--- config.mk ---
export PLATFORM = sky130hd
export DESIGN_NAME = alu_control
export DESIGN_NICKNAME = d
export VERILOG_FILES = /design/src/rtl/alu_control.sv
export SDC_FILE = /design/constraint.sdc
export NUM_CORES = 1
export LEC_CHECK = 0
export ABC_AREA = 1
export CAP_MARGIN = 25
export CORE_MARGIN = 4
export CORE_UTILIZATION = 50
export CTS_CLUSTER_DIAMETER = 30
export DETAILED_ROUTE_END_ITERATION = 12
export GPL_TIMING_DRIVEN = 0
export HOLD_SLACK_MARGIN = 0.06
export PLACE_DENSITY = 0.7
export SETUP_SLACK_MARGIN = 0.4
export SLEW_MARGIN = 20
export SYNTH_ARGS = -nofsm -noshare
export SYNTH_HDL_FRONTEND = slang
export SYNTH_SLANG_ARGS = --single-unit
--- constraint.sdc ---
create_clock -name clk -period 2.53 [get_ports clk]
set_input_delay 0.3795 -clock clk [delete_from_list [all_inputs] [get_ports clk]]
set_output_delay 0.3795 -clock clk [all_outputs]
set_load 0.05 [all_outputs]
--- src/rtl/alu_control.sv ---
// Multi-cycle control stage feeding a 16-bit signed ALU: IDLE/READ/EXEC/WB sequencer with an 8x16 register file.
// Build option: define ALU_CTRL_CLEAR_ALL_EN so that CLEAR zeros all eight registers instead of only rd.
module alu_control #(
  parameter int DATA_W = 16,
  parameter int IMM_W  = 7
) (
  input  logic              clk,
  input  logic              rst_n,
  input  logic [15:0]       instr,
  input  logic              instr_valid,
  output logic              instr_ready,
  output logic [DATA_W-1:0] alu_a,
  output logic [DATA_W-1:0] alu_b,
  output logic [2:0]        alu_param,
  input  logic [DATA_W-1:0] alu_s,
  output logic              done,
  output logic [DATA_W-1:0] disp_data,
  output logic              disp_valid
);

  typedef enum logic [1:0] {
    S_IDLE,
    S_READ,
    S_EXEC,
    S_WB
  } state_t;

  typedef enum logic [2:0] {
    OP_LOAD    = 3'b000,
    OP_ADD     = 3'b001,
    OP_ADDI    = 3'b010,
    OP_SUB     = 3'b011,
    OP_SUBI    = 3'b100,
    OP_MUL     = 3'b101,
    OP_CLEAR   = 3'b110,
    OP_DISPLAY = 3'b111
  } op_t;

  state_t            r_state;
  logic [15:0]       r_instr;
  logic              r_ready;
  logic [DATA_W-1:0] r_a;
  logic [DATA_W-1:0] r_b;
  logic [2:0]        r_param;
  logic [DATA_W-1:0] r_result;
  logic              r_done;
  logic [DATA_W-1:0] r_disp_data;
  logic              r_disp_valid;
  logic [DATA_W-1:0] r_rf [8];

  op_t               w_op;
  logic [2:0]        w_rd;
  logic [2:0]        w_rs1;
  logic [2:0]        w_rs2;
  logic [DATA_W-1:0] w_imm_sext;
  logic [DATA_W-1:0] w_a_next;
  logic [DATA_W-1:0] w_b_next;

  assign w_op       = op_t'(r_instr[15:13]);
  assign w_rd       = r_instr[12:10];
  assign w_rs1      = r_instr[9:7];
  assign w_rs2      = r_instr[6:4];
  assign w_imm_sext = {{(DATA_W-IMM_W){r_instr[IMM_W-1]}}, r_instr[IMM_W-1:0]};

  // NOTE: every signal written here gets a default first, so no path leaves it unassigned and no latch is inferred.
  always_comb begin
    w_a_next = '0;
    w_b_next = '0;
    unique case (w_op)
      OP_LOAD:                 w_b_next = w_imm_sext;
      OP_ADD, OP_SUB, OP_MUL: begin
        w_a_next = r_rf[w_rs1];
        w_b_next = r_rf[w_rs2];
      end
      OP_ADDI, OP_SUBI: begin
        w_a_next = r_rf[w_rs1];
        w_b_next = w_imm_sext;
      end
      OP_DISPLAY:              w_a_next = r_rf[w_rs1];
      default: ;
    endcase
  end

  // NOTE: all state uses non-blocking assignments so every register samples pre-edge values, whatever the statement order.
  always_ff @(posedge clk or negedge rst_n) begin
    if (!rst_n) begin
      r_state      <= S_IDLE;
      r_instr      <= '0;
      r_ready      <= 1'b1;
      r_a          <= '0;
      r_b          <= '0;
      r_param      <= '0;
      r_result     <= '0;
      r_done       <= 1'b0;
      r_disp_data  <= '0;
      r_disp_valid <= 1'b0;
      // NOTE: the register file is architecturally zero after reset, so it is flop-based and cleared here rather than a RAM.
      for (int i = 0; i < 8; i++) r_rf[i] <= '0;
    end else begin
      r_done       <= 1'b0;
      r_disp_valid <= 1'b0;
      unique case (r_state)
        S_IDLE: begin
          if (instr_valid) begin
            r_instr <= instr;
            r_ready <= 1'b0;
            r_state <= S_READ;
          end
        end
        S_READ: begin
          r_a     <= w_a_next;
          r_b     <= w_b_next;
          r_param <= w_op;
          r_state <= S_EXEC;
        end
        S_EXEC: begin
          r_result <= alu_s;
          r_done   <= 1'b1;
          if (w_op == OP_DISPLAY) begin
            r_disp_data  <= alu_s;
            r_disp_valid <= 1'b1;
          end
          r_state <= S_WB;
        end
        S_WB: begin
          unique case (w_op)
            OP_LOAD:    r_rf[w_rd] <= r_b;
`ifdef ALU_CTRL_CLEAR_ALL_EN
            OP_CLEAR:   for (int i = 0; i < 8; i++) r_rf[i] <= '0;
`else
            OP_CLEAR:   r_rf[w_rd] <= '0;
`endif
            OP_DISPLAY: ;
            default:    r_rf[w_rd] <= r_result;
          endcase
          r_ready <= 1'b1;
          r_state <= S_IDLE;
        end
        default: r_state <= S_IDLE;
      endcase
    end
  end

  assign instr_ready = r_ready;
  assign alu_a       = r_a;
  assign alu_b       = r_b;
  assign alu_param   = r_param;
  assign done        = r_done;
  assign disp_data   = r_disp_data;
  assign disp_valid  = r_disp_valid;

endmodule

* Word-level counts from Yosys, hierarchy flattened
Index checks and enable logic that the tools add are counted.
** Cells by class
- Order comparisons :: 4
- Equal/unequal tests :: 11
- Muxes and demuxes :: 20
- Bitwise logic cells :: 6
- Reductions and logical operators :: 11
** Operator list (count)
- one-hot mux 128 bit (3 select lines) :: 1
- bitwise mux 128 bit :: 2
- bitwise AND 128 bit :: 1
- NOT 128 bit :: 1
- binary-select mux 16 bit (select 3 bit) :: 2
- 2-to-1 mux 16 bit :: 6
- demux 16 bit (select 3 bit) :: 1
- one-hot mux 16 bit (2 select lines) :: 1
- equality test 3 bit, second input constant :: 4
- >= comparator 4 bit, second input constant :: 3
- NOT 3 -> 4 bit :: 3
- one-hot mux 2 bit (4 select lines) :: 1
- AND reduction 2 bit :: 4
- equality test 3 x 2 -> 1 bit, second input constant :: 2
- OR reduction 3 bit :: 2
- OR reduction 6 bit :: 1
- equality test 2 bit, second input constant :: 2
- < comparator 4 x 1 -> 1 bit, second input constant :: 1
- 2-to-1 mux 1 bit :: 4
- equality test 3 x 1 -> 1 bit, second input constant :: 1
- logical NOT 3 bit :: 1
- equality test 2 x 1 -> 1 bit, second input constant :: 1
- logical NOT 2 bit :: 1
- 2-to-1 mux 2 bit :: 1
- 5 further kinds :: 5
** Storage, ports and cells
- Register bits :: 216
- Input bits :: 35
- Output and inout bits :: 54
- Word-level logic and storage cells :: 70

* Longest topological paths before layout
- Depth after elaboration :: 8
- Mapped depth :: 11
- Depth with buffers taken out :: 9

* Worst setup path after synthesis
No wires, ideal clock.
- Path type :: register to register
- Start :: reg r_state[1]
- End :: reg r_a[12] (netlist: alu_a[12])
- Library setup time :: 83 ps
- Data arrival time :: 1647 ps
- Slack :: 800 ps
- Cell stages (with the launch flop) :: 9
- Clock period less this slack :: 1730 ps
- Path through :: dfrtp_1 -> inv_1 -> ha_1 -> clkbuf_1 -> inv_1 -> nor2_1 -> clkbuf_1 -> nand2_1 -> o21ai_0
** Between the ends
- Longest elaborated chain between the ends :: 1
** RTL lines
- start: declaration :: line 39 : state_t r_state;
- start signal: assignment :: line 87 : r_state <= S_IDLE;
- start signal: assignment :: line 107 : r_state <= S_READ;
- start signal: assignment :: line 114 : r_state <= S_EXEC;
- equality test 2 x 1 -> 1 bit :: line 102 : unique case (r_state)
- end signal: assignment :: line 111 : r_a <= w_a_next;
- end: declaration :: line 42 : logic [DATA_W-1:0] r_a;
Every way passes these cells.
A chain may end at the register's enable or synchronous reset.

==> flow_summary_export.csv <==
group,metric,value,unit
cells_and_area,post_route_cells_drive_above_1_share,10.4,%
cells_and_area,diodes,0,
timing,fin_setup_tns,0,ns
die,effective_utilization_at_floorplan,51.2,%
pwr,irDropWorstVdd,0.000969,V
clocking,clk_transition_reported_paths,0.05,ns
worst_setup_path,worst-path-max-fanout,10,
worst_setup_path,path_cells,"inv_4 > nand2_1 > o21ai_2 > clkbuf_4 > buf_2 > nand3_1 > nand2_1 > a21oi_1",
clocking,htree_levels,2,
clocking,tritoncts.num_buffers,49,
synthesis,proportion_of_synthesized_flip_flops_having_asynchronous_set_or_reset,100,%
pwr,pwr-share-clk,23.8,%
timing,fin_worst_skew,0.0224,ns
synthesis,ys_seq_elements,216,
synthesis,syn-instance-count,1848,
die,floorplan.die_area,0.0277,mm²
clocking,clock_tree.root_cell,"sky130_fd_sc_hd__clkbuf_16",
route,drt_first_iter_violations,1762,
placed_design,gp_routability_congestion,1.03,
synthesis,netlist-cell-type-count,23,
die,num_rows,57,
pwr,power_per_cell_area,1780,mW/mm²
synthesis,post_synth_edffs,0,
worst_setup_path,reg2reg_setup_slack,0.40,ns
pwr,pwr-share-comb,52.2,%
worst_setup_path,required,2.95,ns
cells_and_area,design.final.nets,2032,
worst_setup_path,cp_data_arrival_time,2.54,ns
pwr,static_leakage,7.52,nW
timing,slew_viol_final,0,
synthesis,dominantRegCellSynth,"sky130_fd_sc_hd__dfrtp_1",
placed_design,dp_worst_setup_slack,-0.153,ns
synthesis,synth_common_cells,"sky130_fd_sc_hd__nand2_1 (528), sky130_fd_sc_hd__nand3_1 (241), sky130_fd_sc_hd__dfrtp_1 (215)",
synthesis,share_of_yosys_cell_area_claimed_by_the_top_area_cell_type,42.9,%
timing,post-route-min-period,2.13,ns
worst_setup_path,setup_crit_start_kind,"flop",
synthesis,synth_fp_nets,1887,
die,core-area,0.0245,mm²
status,outcome,"finished clean",
clocking,clock_tree_from_tritoncts,"done",
synthesis,synthDominantAreaCellType,"sky130_fd_sc_hd__dfrtp_1",
run,drv.max_cap_violation_count,0,
clocking,clock_tree.buffer_depth,3,
worst_setup_path,critPathKind,"reg -> reg",
worst_setup_path,crit_path_max_incr_delay,0.48,ns
route,routed_wl,51600,µm
die,chipWidth,166,µm
grt,grt_pass1_wl,79100,µm
timing,max_freq,0.470,GHz
worst_setup_path,worst_path_most_repeated_cell,"sky130_fd_sc_hd__nand2_1",
cells_and_area,synthToLayoutAreaGrowth,26.6,%
synthesis,synth_area,0.0126,mm²
synthesis,synth-seq-area-share,43.1,%
pwr,power.switching_fraction,50.7,%
synthesis,synthTopCellsByArea,"sky130_fd_sc_hd__dfrtp_1 (43%), sky130_fd_sc_hd__nand2_1 (16%), sky130_fd_sc_hd__nand3_1 (9.6%), sky130_fd_sc_hd__a21oi_1 (7.8%), sky130_fd_sc_hd__o21ai_0 (6.9%)",
route,dr_total_vias,13900,
route,route.detailed.wl_per_inst,21.9,µm
pwr,power.net_switching,14.3,mW
die,floorplan.die.height,166,µm
worst_setup_path,rr_startpoint,"r_instr[13]",
grt,grt-ovfl-total,0,
placed_design,place.port_buffers,88,
die,io_pins,89,
timing,fin_crit_sh,84.0,%
worst_setup_path,crit_buf_inv,3,
cells_and_area,num-fill-cells,2275,
synthesis,ys.warnings.count,0,
synthesis,synthesis.area_per_instance,6.79,µm²
route,drc_violations_left,0,
worst_setup_path,crit_slowest_cell,"sky130_fd_sc_hd__dfrtp_1",
timing,setup_slack,0.404,ns
placed_design,hpwl,38700,µm
pwr,power_report.internal_total,13.9,mW
worst_setup_path,timing.critical_path.to_type,"flop",
grt,number_of_global_route_vias_before_repair,12900,
grt,antenna_found_initial,0,
route,post_drt_via_cell_ratio,5.91,
timing,tightest_slew,0.735,ns
timing,report.final.setup_viol,0,
min_path,min-delay-path-class,"in -> async",
timing,hold_viol_final,0,
route,drt-pass1-iter-count,5,
clocking,clock_sink_count,216,
pwr,power.share.sequential,24.0,%
worst_setup_path,cpLargestDelayFamily,"buffers and inverters",
route,drtAntennaViolNets,0,
synthesis,yosys.cell_count.top_type,"sky130_fd_sc_hd__nand2_1",
grt,grt_util_all_layers,36.4,%
worst_setup_path,reg2regPathDepth,8,
timing,rsz0062_at_grt,"yes",
grt,grt_max_degree,97,
clocking,clk-insertion-delay-late,0.55,ns
timing,slew-limit-headroom,51.0,%
==> power groups by stage <==
stage / Clock (mW) / Combinational [mW] / Sequential, mW
finish: 6.71 / 14.7 / 6.78
global route: 6.95 / 16.0 / 6.88
CTS: 6.72 / 14.2 / 6.62
detailed placement: 0 / 14.0 / 6.63
global placement: 0 / 13.9 / 6.58
floorplan: 0 / 8.32 / 7.20
==> area by class of cell <==
cell class | count | area [µm²] | area share (%)
Multi-Input combinational cell | 1389 | 6280 | 39.6
Buffer | 127 | 601 | 3.78
Sequential cell | 216 | 5410 | 34.0
Clock inverter | 29 | 437 | 2.75
Tap cell | 324 | 405 | 2.55
Timing Repair Buffer | 94 | 1000 | 6.29
Clock buffer | 62 | 1320 | 8.28
Inverter | 116 | 438 | 2.76
==> cells in the final DEF (no fill, tap or decap), types with 10 or more instances in the layout <==
cell type / netlist / routed
sky130_fd_sc_hd__clkbuf_2: 0 / 34
sky130_fd_sc_hd__clkbuf_16: 0 / 49
sky130_fd_sc_hd__dlygate4sd2_1: 0 / 17
sky130_fd_sc_hd__nand2_2: 0 / 10
sky130_fd_sc_hd__dfrtp_1: 215 / 215
sky130_fd_sc_hd__clkbuf_1: 72 / 51
sky130_fd_sc_hd__o21ai_0: 174 / 173
sky130_fd_sc_hd__buf_2: 37 / 32
sky130_fd_sc_hd__nand2_1: 528 / 517
sky130_fd_sc_hd__nand3_1: 241 / 239
sky130_fd_sc_hd__clkdlybuf4s50_1: 0 / 51
sky130_fd_sc_hd__a21oi_1: 196 / 193
sky130_fd_sc_hd__o21ai_1: 55 / 55
sky130_fd_sc_hd__inv_1: 107 / 105
sky130_fd_sc_hd__dlymetal6s2s_1: 0 / 19
sky130_fd_sc_hd__nor2_1: 177 / 168
==> metal layers <==
layer  track usage (%)  share of wire, %  routed length [µm]  vias up
met2              55.7                44               22600      855
li1                  -                 -                   -     6361
met4              8.22               2.5                1290        0
met1              51.9                41               21100     6593
met5                 0                 0                   0        -
met3              10.3                13                6630      123
==> stage by stage <==
stage | std cells | hold WS, ns | total power [mW] | util (%) | cell area, µm²
detailed placement | 2262 | 0.303 | 20.7 | 56.6 | 13900
global placement | 2260 | 0.458 | 20.5 | 56.4 | 13800
global route | 2357 | 0.364 | 29.8 | 64.7 | 15900
finish | 2357 | 0.318 | 28.2 | 64.7 | 15900
CTS | 2357 | 0.337 | 27.5 | 64.1 | 15700
floorplan | 1848 | 0.0839 | 15.5 | - | 12600
==> kinds of logic (layout without fill, tap and decap cells) <==
family / after synthesis / after routing / synth area share (%)
AND/OR/NAND/NOR: 950 / 950 / 31.1
flip-flops: 216 / 216 / 43.1
adder cells (fa/ha/maj): 4 / 4 / 0.399
AO/OA/AOI/OAI: 435 / 435 / 17.7
buffers and inverters: 243 / 428 / 7.76
==> what timing repair did <==
item                                   in CTS  in global routing
setup endpoints to repair                 188                155
buffers inserted                            3                  0
gates resized for setup                    51                 83
endpoints found under the hold margin      44                  0
hold buffers                                1                  0
pin swaps                                   1                  0
==> worst reg2reg max path, cell delays in order (launching register included) <==
cell	delay, ns
sky130_fd_sc_hd__dfrtp_1	0.48
sky130_fd_sc_hd__inv_4	0.22
sky130_fd_sc_hd__nand2_1	0.13
sky130_fd_sc_hd__o21ai_2	0.20
sky130_fd_sc_hd__clkbuf_4	0.33
sky130_fd_sc_hd__buf_2	0.26
sky130_fd_sc_hd__nand3_1	0.10
sky130_fd_sc_hd__nand2_1	0.16
sky130_fd_sc_hd__a21oi_1	0.10
==> worst max path at each step <==
stage / startpoint / endpoint / slack (ns) / cells past startpoint
final: r_instr[13] / flop / 0.40 / 8
after CTS: r_instr[13] / flop / 0.31 / 8
after detailed placement: r_state[1] / alu_a[14] / -0.15 / 8
after global routing: r_instr[15] / flop / 0.36 / 8
after global placement: rst_n / r_state[1] / -8.29 / 1
after floorplan: r_state[1] / alu_a[12] / 0.80 / 8
Note: power is estimated with default switching activity, not from simulation.
